===== src/rtl/imm_decode_ctrl_pkg.sv =====
// Shared immediate-type codes and RV32I opcode constants for the ID-stage
// immediate decode/extend path.
package imm_decode_ctrl_pkg;

  typedef enum logic [2:0] {
    RTYPE = 3'd0,
    ITYPE = 3'd1,
    STYPE = 3'd2,
    BTYPE = 3'd3,
    UTYPE = 3'd4,
    JTYPE = 3'd5,
    ZTYPE = 3'd6
  } imm_type_e;

  localparam logic [6:0] OPC_LUI    = 7'b0110111;
  localparam logic [6:0] OPC_AUIPC  = 7'b0010111;
  localparam logic [6:0] OPC_JAL    = 7'b1101111;
  localparam logic [6:0] OPC_JALR   = 7'b1100111;
  localparam logic [6:0] OPC_BRANCH = 7'b1100011;
  localparam logic [6:0] OPC_LOAD   = 7'b0000011;
  localparam logic [6:0] OPC_STORE  = 7'b0100011;
  localparam logic [6:0] OPC_OPIMM  = 7'b0010011;
  localparam logic [6:0] OPC_OP     = 7'b0110011;
  localparam logic [6:0] OPC_SYSTEM = 7'b1110011;

endpackage


===== src/rtl/imm_decode_ctrl_immextend.sv =====
// Combinational immediate extender: rebuilds the 32-bit immediate from the
// instruction fields above the opcode according to the immediate type.
module ImmExtend
  import imm_decode_ctrl_pkg::*;
(
  input  logic [31:7] inst_i,
  input  imm_type_e   imm_type_i,
  output logic [31:0] imm_o
);

  always_comb begin
    imm_o = '0;
    case (imm_type_i)
      ITYPE:   imm_o = {{20{inst_i[31]}}, inst_i[31:20]};
      STYPE:   imm_o = {{20{inst_i[31]}}, inst_i[31:25], inst_i[11:7]};
      BTYPE:   imm_o = {{19{inst_i[31]}}, inst_i[31], inst_i[7],
                        inst_i[30:25], inst_i[11:8], 1'b0};
      UTYPE:   imm_o = {inst_i[31:12], 12'h000};
      JTYPE:   imm_o = {{11{inst_i[31]}}, inst_i[31], inst_i[19:12],
                        inst_i[20], inst_i[30:21], 1'b0};
      // CSR immediate forms carry a 5-bit unsigned zimm in the rs1 field
      ZTYPE:   imm_o = {27'h0, inst_i[19:15]};
      default: imm_o = '0;
    endcase
  end

endmodule


===== src/rtl/imm_decode_ctrl.sv =====
// Two-stage decode-and-extend sequencer: S0 decodes the immediate type,
// S1 holds the extended immediate for the ID/EX boundary.
module imm_decode_ctrl
  import imm_decode_ctrl_pkg::*;
#(
  parameter int unsigned CNT_W = 16
) (
  input  logic             clk,
  input  logic             rst_n,
  input  logic             in_valid,
  output logic             in_ready,
  input  logic [31:0]      inst,
  input  logic             flush,
  output logic             out_valid,
  input  logic             out_ready,
  output logic [31:0]      imm,
  output logic [2:0]       imm_type,
  output logic             illegal,
  output logic [CNT_W-1:0] illegal_cnt
);

  logic             s0_valid_q, s0_valid_d;
  logic [31:7]      s0_inst_q, s0_inst_d;
  imm_type_e        s0_type_q, s0_type_d;
  logic             s0_ill_q, s0_ill_d;

  logic             s1_valid_q, s1_valid_d;
  logic [31:0]      s1_imm_q, s1_imm_d;
  imm_type_e        s1_type_q, s1_type_d;
  logic             s1_ill_q, s1_ill_d;

  logic [CNT_W-1:0] cnt_q, cnt_d;

  imm_type_e        dec_type;
  logic             dec_ill;
  logic [31:0]      ext_imm;
  logic             s1_adv, s0_adv, accept;

  assign s1_adv   = s1_valid_q & out_ready;
  assign s0_adv   = s0_valid_q & (!s1_valid_q | s1_adv);
  assign in_ready = !flush & (!s0_valid_q | s0_adv);
  assign accept   = in_valid & in_ready;

  always_comb begin
    dec_type = RTYPE;
    dec_ill  = 1'b0;
    case (inst[6:0])
      OPC_LUI, OPC_AUIPC:            dec_type = UTYPE;
      OPC_JAL:                       dec_type = JTYPE;
      OPC_JALR, OPC_LOAD, OPC_OPIMM: dec_type = ITYPE;
      OPC_STORE:                     dec_type = STYPE;
      OPC_BRANCH:                    dec_type = BTYPE;
      OPC_OP:                        dec_type = RTYPE;
      OPC_SYSTEM:                    dec_type = inst[14] ? ZTYPE : ITYPE;
      default: begin
        dec_type = RTYPE;
        dec_ill  = 1'b1;
      end
    endcase
  end

  ImmExtend u_imm_extend (
    .inst_i     (s0_inst_q),
    .imm_type_i (s0_type_q),
    .imm_o      (ext_imm)
  );

  always_comb begin
    s0_valid_d = s0_valid_q;
    s0_inst_d  = s0_inst_q;
    s0_type_d  = s0_type_q;
    s0_ill_d   = s0_ill_q;
    s1_valid_d = s1_valid_q;
    s1_imm_d   = s1_imm_q;
    s1_type_d  = s1_type_q;
    s1_ill_d   = s1_ill_q;
    cnt_d      = cnt_q;

    // flush wins over accept/advance; in_ready is already low during flush
    if (flush)       s0_valid_d = 1'b0;
    else if (accept) s0_valid_d = 1'b1;
    else if (s0_adv) s0_valid_d = 1'b0;

    if (accept) begin
      s0_inst_d = inst[31:7];
      s0_type_d = dec_type;
      s0_ill_d  = dec_ill;
    end

    if (flush)       s1_valid_d = 1'b0;
    else if (s0_adv) s1_valid_d = 1'b1;
    else if (s1_adv) s1_valid_d = 1'b0;

    if (s0_adv && !flush) begin
      s1_imm_d  = ext_imm;
      s1_type_d = s0_type_q;
      s1_ill_d  = s0_ill_q;
    end

    if (s1_adv && s1_ill_q && (cnt_q != '1))
      cnt_d = cnt_q + CNT_W'(1);
  end

  always_ff @(posedge clk or negedge rst_n) begin
    if (!rst_n) begin
      s0_valid_q <= 1'b0;
      s0_inst_q  <= '0;
      s0_type_q  <= RTYPE;
      s0_ill_q   <= 1'b0;
      s1_valid_q <= 1'b0;
      s1_imm_q   <= '0;
      s1_type_q  <= RTYPE;
      s1_ill_q   <= 1'b0;
      cnt_q      <= '0;
    end else begin
      s0_valid_q <= s0_valid_d;
      s0_inst_q  <= s0_inst_d;
      s0_type_q  <= s0_type_d;
      s0_ill_q   <= s0_ill_d;
      s1_valid_q <= s1_valid_d;
      s1_imm_q   <= s1_imm_d;
      s1_type_q  <= s1_type_d;
      s1_ill_q   <= s1_ill_d;
      cnt_q      <= cnt_d;
    end
  end

  assign out_valid   = s1_valid_q;
  assign imm         = s1_imm_q;
  assign imm_type    = s1_type_q;
  assign illegal     = s1_ill_q;
  assign illegal_cnt = cnt_q;

endmodule


===== config.mk =====
export PLATFORM = sky130hd
export DESIGN_NAME = imm_decode_ctrl
export DESIGN_NICKNAME = d
export VERILOG_FILES = /design/src/rtl/imm_decode_ctrl_pkg.sv /design/src/rtl/imm_decode_ctrl_immextend.sv /design/src/rtl/imm_decode_ctrl.sv
export SDC_FILE = /design/constraint.sdc
export NUM_CORES = 1
export LEC_CHECK = 0
export ABC_CLOCK_PERIOD_IN_PS = 1600
export CAP_MARGIN = 20
export CELL_PAD_IN_SITES_DETAIL_PLACEMENT = 1
export CELL_PAD_IN_SITES_GLOBAL_PLACEMENT = 2
export CORE_MARGIN = 3
export CORE_UTILIZATION = 29
export CTS_CLUSTER_DIAMETER = 50
export DETAILED_ROUTE_END_ITERATION = 16
export GPL_TIMING_DRIVEN = 0
export PLACE_DENSITY = 0.81
export REMOVE_ABC_BUFFERS = 1
export SETUP_SLACK_MARGIN = 0.3
export SLEW_MARGIN = 25
export SYNTH_ARGS = -nofsm -noshare
export SYNTH_HDL_FRONTEND = slang
export SYNTH_HIERARCHICAL = 1
export SYNTH_SLANG_ARGS = --single-unit

===== constraint.sdc =====
create_clock -name clk -period 1.6 [get_ports clk]
set_input_delay 0.32 -clock clk [delete_from_list [all_inputs] [get_ports clk]]
set_output_delay 0.32 -clock clk [all_outputs]
set_load 0.01 [all_outputs]

==> results summary <==
The via count of the first global-routing pass is between 3000 and 4000. The initial standard-cell utilization of the core came out at 0.301. Input and output buffers added on the ports amount to 90. The share of synthesized flip-flops with an asynchronous set or reset came out at 1.00. The sequential cell area is about 2100 sq um. The count of placed standard cells including taps came out at ~580. The setup clock skew after layout came out at 4.56 ps. Of the synthesized area, sequential elements account for 0.537. The number of max-cap violations is 0. The detailed-route DRC error count came out at 0.

STA classifies the critical path endpoint as a register. The total area of multi-input combinational cells is between 2000 and 2500 sq um. The total overflow left after global routing is 0. The area of the core is approximately 13000 sq um.

In this run, synthesis inferred 0 flip-flops with an integrated enable. The maximum level of the CTS H-tree came out at 3. The iteration-0 DRC count of the detailed router came out at about 120. The hold violation total from the final report is 0. Summed over all instances, the cell type with the most area after synthesis is sky130_fd_sc_hd__dfrtp_1. In the routed layout, each cell is associated on average with a via count of between 4 and 5. The post-route minimum period came out at about 1800 ps. The highest fanout seen on the critical path is 3. The root buffer cell chosen for the clock tree is sky130_fd_sc_hd__clkbuf_16.

The post-synthesis instance total came out at 318. The number of fill cells in the layout came out at about 1300. Headroom to the max-slew limit came out at 0.688. The share of synthesized area in the top cell type comes to 0.537. In the final timing run, aggregate negative setup slack is -1390 ps. Power comes to approximately 0.006 W.

The count of warnings emitted by yosys is 6. The finished layout holds just under 700 standard cells, fillers aside. The initial antenna violation count came out at 0. The count of endpoints failing setup in the final report came out at 13. The average cell area after synthesis is between 10 and 15 sq um. The run finished, with violations left.

For this run, the leading register cell type out of synthesis is sky130_fd_sc_hd__dfrtp_1. The worst setup path is launched from a register. The total routing usage reported by global routing is 0.180.

The post-synthesis to final-layout area growth came out at 71.5%. The critical path in this run is classified as register to register. The final number of max-transition violations came out at 0. The wire-length estimate of the detail-placed layout is between 7000 and 8000 um.

The fraction of layout cells with a size suffix above 1 is 0.556. The share of the core filled with cells in the final layout is 0.517. The wire length of the first global-routing pass came out at 20500 um. The die area is 14700 sq um.

The worst register-to-register path has a depth of 5. Setup repair after global routing could not meet its margin everywhere. The floorplan die width came out at between 100 and 150 um. The die boundary height is approximately 120 um. The detailed-route via count came out at 3287. The mapped cell area came out at around 3900 sq um. The number of detailed-route iterations in the first pass came out at 4. The number of buffers created by CTS is 9. The number of clock sinks came out at 83.

For this run, the post-layout net count is 542. By area the synthesized netlist is led by sky130_fd_sc_hd__dfrtp_1, sky130_fd_sc_hd__mux2_2, sky130_fd_sc_hd__nand2_1. The worst vdd rail ir drop is 0.785 mV.

The register bit total from synthesis came out at 83. The power per standard cell area came out at 902 nW/um^2. The minimum hold slack came out at 431 ps. The detailed-route wire length per cell is ~20 um. The data required time of the critical path came out at 1820 ps.

The count of different cell masters after synthesis came out at 54. The later-pin clock latency in the skew report came out at ~340 ps. The setup slack of the critical path after layout came out at -153 ps. By instance count, the leading cell after synthesis is sky130_fd_sc_hd__dfrtp_1. The final reports fail on negative setup slack. The slew of the pin with the lowest slew margin came out at about 470 ps. The I/O pin count is between 90 and 100. The pin count of the biggest net entering global routing came out at between 50 and 60. The final clock period utilization by the worst path is 1.10.

The global placer's final weighted congestion came out at a little under 0.8. The achievable frequency came out at ~570 MHz. The post-CTS clock slew at the launch and capture registers of the worst setup and hold paths is 60 ps. TritonCTS built the clock tree.

The path type of the worst min-delay path is input pin to async pin. The final antenna diode count is 0. The worst-case clock buffer depth is 2. The post-detailed-routing wire length came out at ~13000 um.

In this run the remaining antenna-violating nets after routing total 0. For the worst setup path, the data arrival time is 1980 ps. The commonest cells after synthesis are sky130_fd_sc_hd__dfrtp_1, sky130_fd_sc_hd__mux2_2, sky130_fd_sc_hd__nand2_1, sky130_fd_sc_hd__nor2_1, sky130_fd_sc_hd__o21ai_0. The leakage power total came out at about 3.2 nW. The floorplan has 41 rows.
-- logic make-up after synthesis --
group	Yosys count	synth area share
simple gates	96	0.142
flops	83	0.537
mux	66	0.193
compound gates	46	0.0787
buf+inv	15	0.0204
xor+xnor	11	0.0249
fa+ha+maj	1	0.00324
-- layer usage --
metal / GRT usage / up-vias / routed length, um
met2: 0.314 / 69 / 7100
met3: 0.0508 / 7 / 638
met4: 0.0315 / 0 / 91
li1: - / 1511 / -
met1: 0.224 / 1700 / 5610
met5: 0 / - / 0
-- through the flow --
step | instance area (sq um) | setup slack [ps]
detailed placement | 5010 | -846
finish | 6630 | -153
global route | 6630 | -211
floorplan | 3790 | -2240
CTS | 6430 | -140
global placement | 4910 | -4500
-- final timing paths --
path | startpoint | endpoint | slack (ps)
min in group clk | flush | out_valid$_DFFE_PN0P_ | 440
min | rst_n | s0_inst_q[7]$_DFFE_PN0P_ | 430
max | illegal_cnt[0]$_DFFE_PN0P_ | illegal_cnt[15]$_DFFE_PN0P_ | -150
max reg2reg | illegal_cnt[0]$_DFFE_PN0P_ | illegal_cnt[15]$_DFFE_PN0P_ | -150
min reg2reg | imm[13]$_DFFE_PN0P_ | imm[13]$_DFFE_PN0P_ | 510
max in group asynchronous | rst_n | illegal_cnt[12]$_DFFE_PN0P_ | 590
-- state kept, by name, summed over array words and instances, names as in the netlist --
register	count
imm	32
s0_valid_q	1
imm_type	3
illegal_cnt	16
s0_ill_q	1
out_valid	1
illegal	1
s0_type_q	3
s0_inst_q	25
-- what timing repair did --
| action | 4_1_cts | 5_1_grt |
|---|---|---|
| hold buffers | 1 | 0 |
| endpoints found under the setup margin | 135 | 127 |
| cloned | 2 | 0 |
| hold endpoints to repair | 29 | 0 |
| resized for setup | 337 | 68 |
| pin swaps | 27 | 17 |
| setup buffers | 62 | 25 |
-- layout make-up --
type / count / share of cell area
Clock buffer: 13 / 0.0393
Clock inverter: 3 / 0.00699
Inverter: 2 / 0.00113
Multi-Input combinational cell: 220 / 0.333
Sequential cell: 83 / 0.316
Tap cell: 172 / 0.0325
Timing Repair Buffer: 188 / 0.271
-- placed cells by master (no fill, tap or decap), drive strengths merged, types with 2 or more instances in the layout --
cell,netlist,layout
nor2b,3,3
a21boi,2,2
a21o,8,8
nor3b,3,3
dfrtp,83,83
xor2,9,9
clkbuf,1,28
and4b,2,2
xnor2,2,2
and2b,4,4
nor3,7,7
nand2,32,32
a21oi,8,8
nand3b,3,3
nand4,3,3
nand3,9,9
clkdlybuf4s50,0,29
dlygate4sd2,0,6
mux2,65,65
or3,3,3
nor2,12,12
and2,6,6
o21ai,14,14
o21a,2,2
inv,2,2
buf,12,136
a32oi,4,4
nor4,2,2
nand4b,2,2
-- where the power goes --
part	internal (W)	leakage, nW	switching (W)
Sequential	0.00230	1.06	0.000187
Combinational	0.000842	2.04	0.000510
Clock	0.00130	0.146	0.000840
Total	0.00444	3.25	0.00154
-- worst max-delay path: stages, from the launching register on --
cell and delay (ps):
sky130_fd_sc_hd__dfrtp_1 410, sky130_fd_sc_hd__buf_4 150, sky130_fd_sc_hd__nand3_4 110, sky130_fd_sc_hd__nor4_4 270, sky130_fd_sc_hd__or3b_1 400, sky130_fd_sc_hd__mux2_4 300
(Power assumes the default switching activity.)
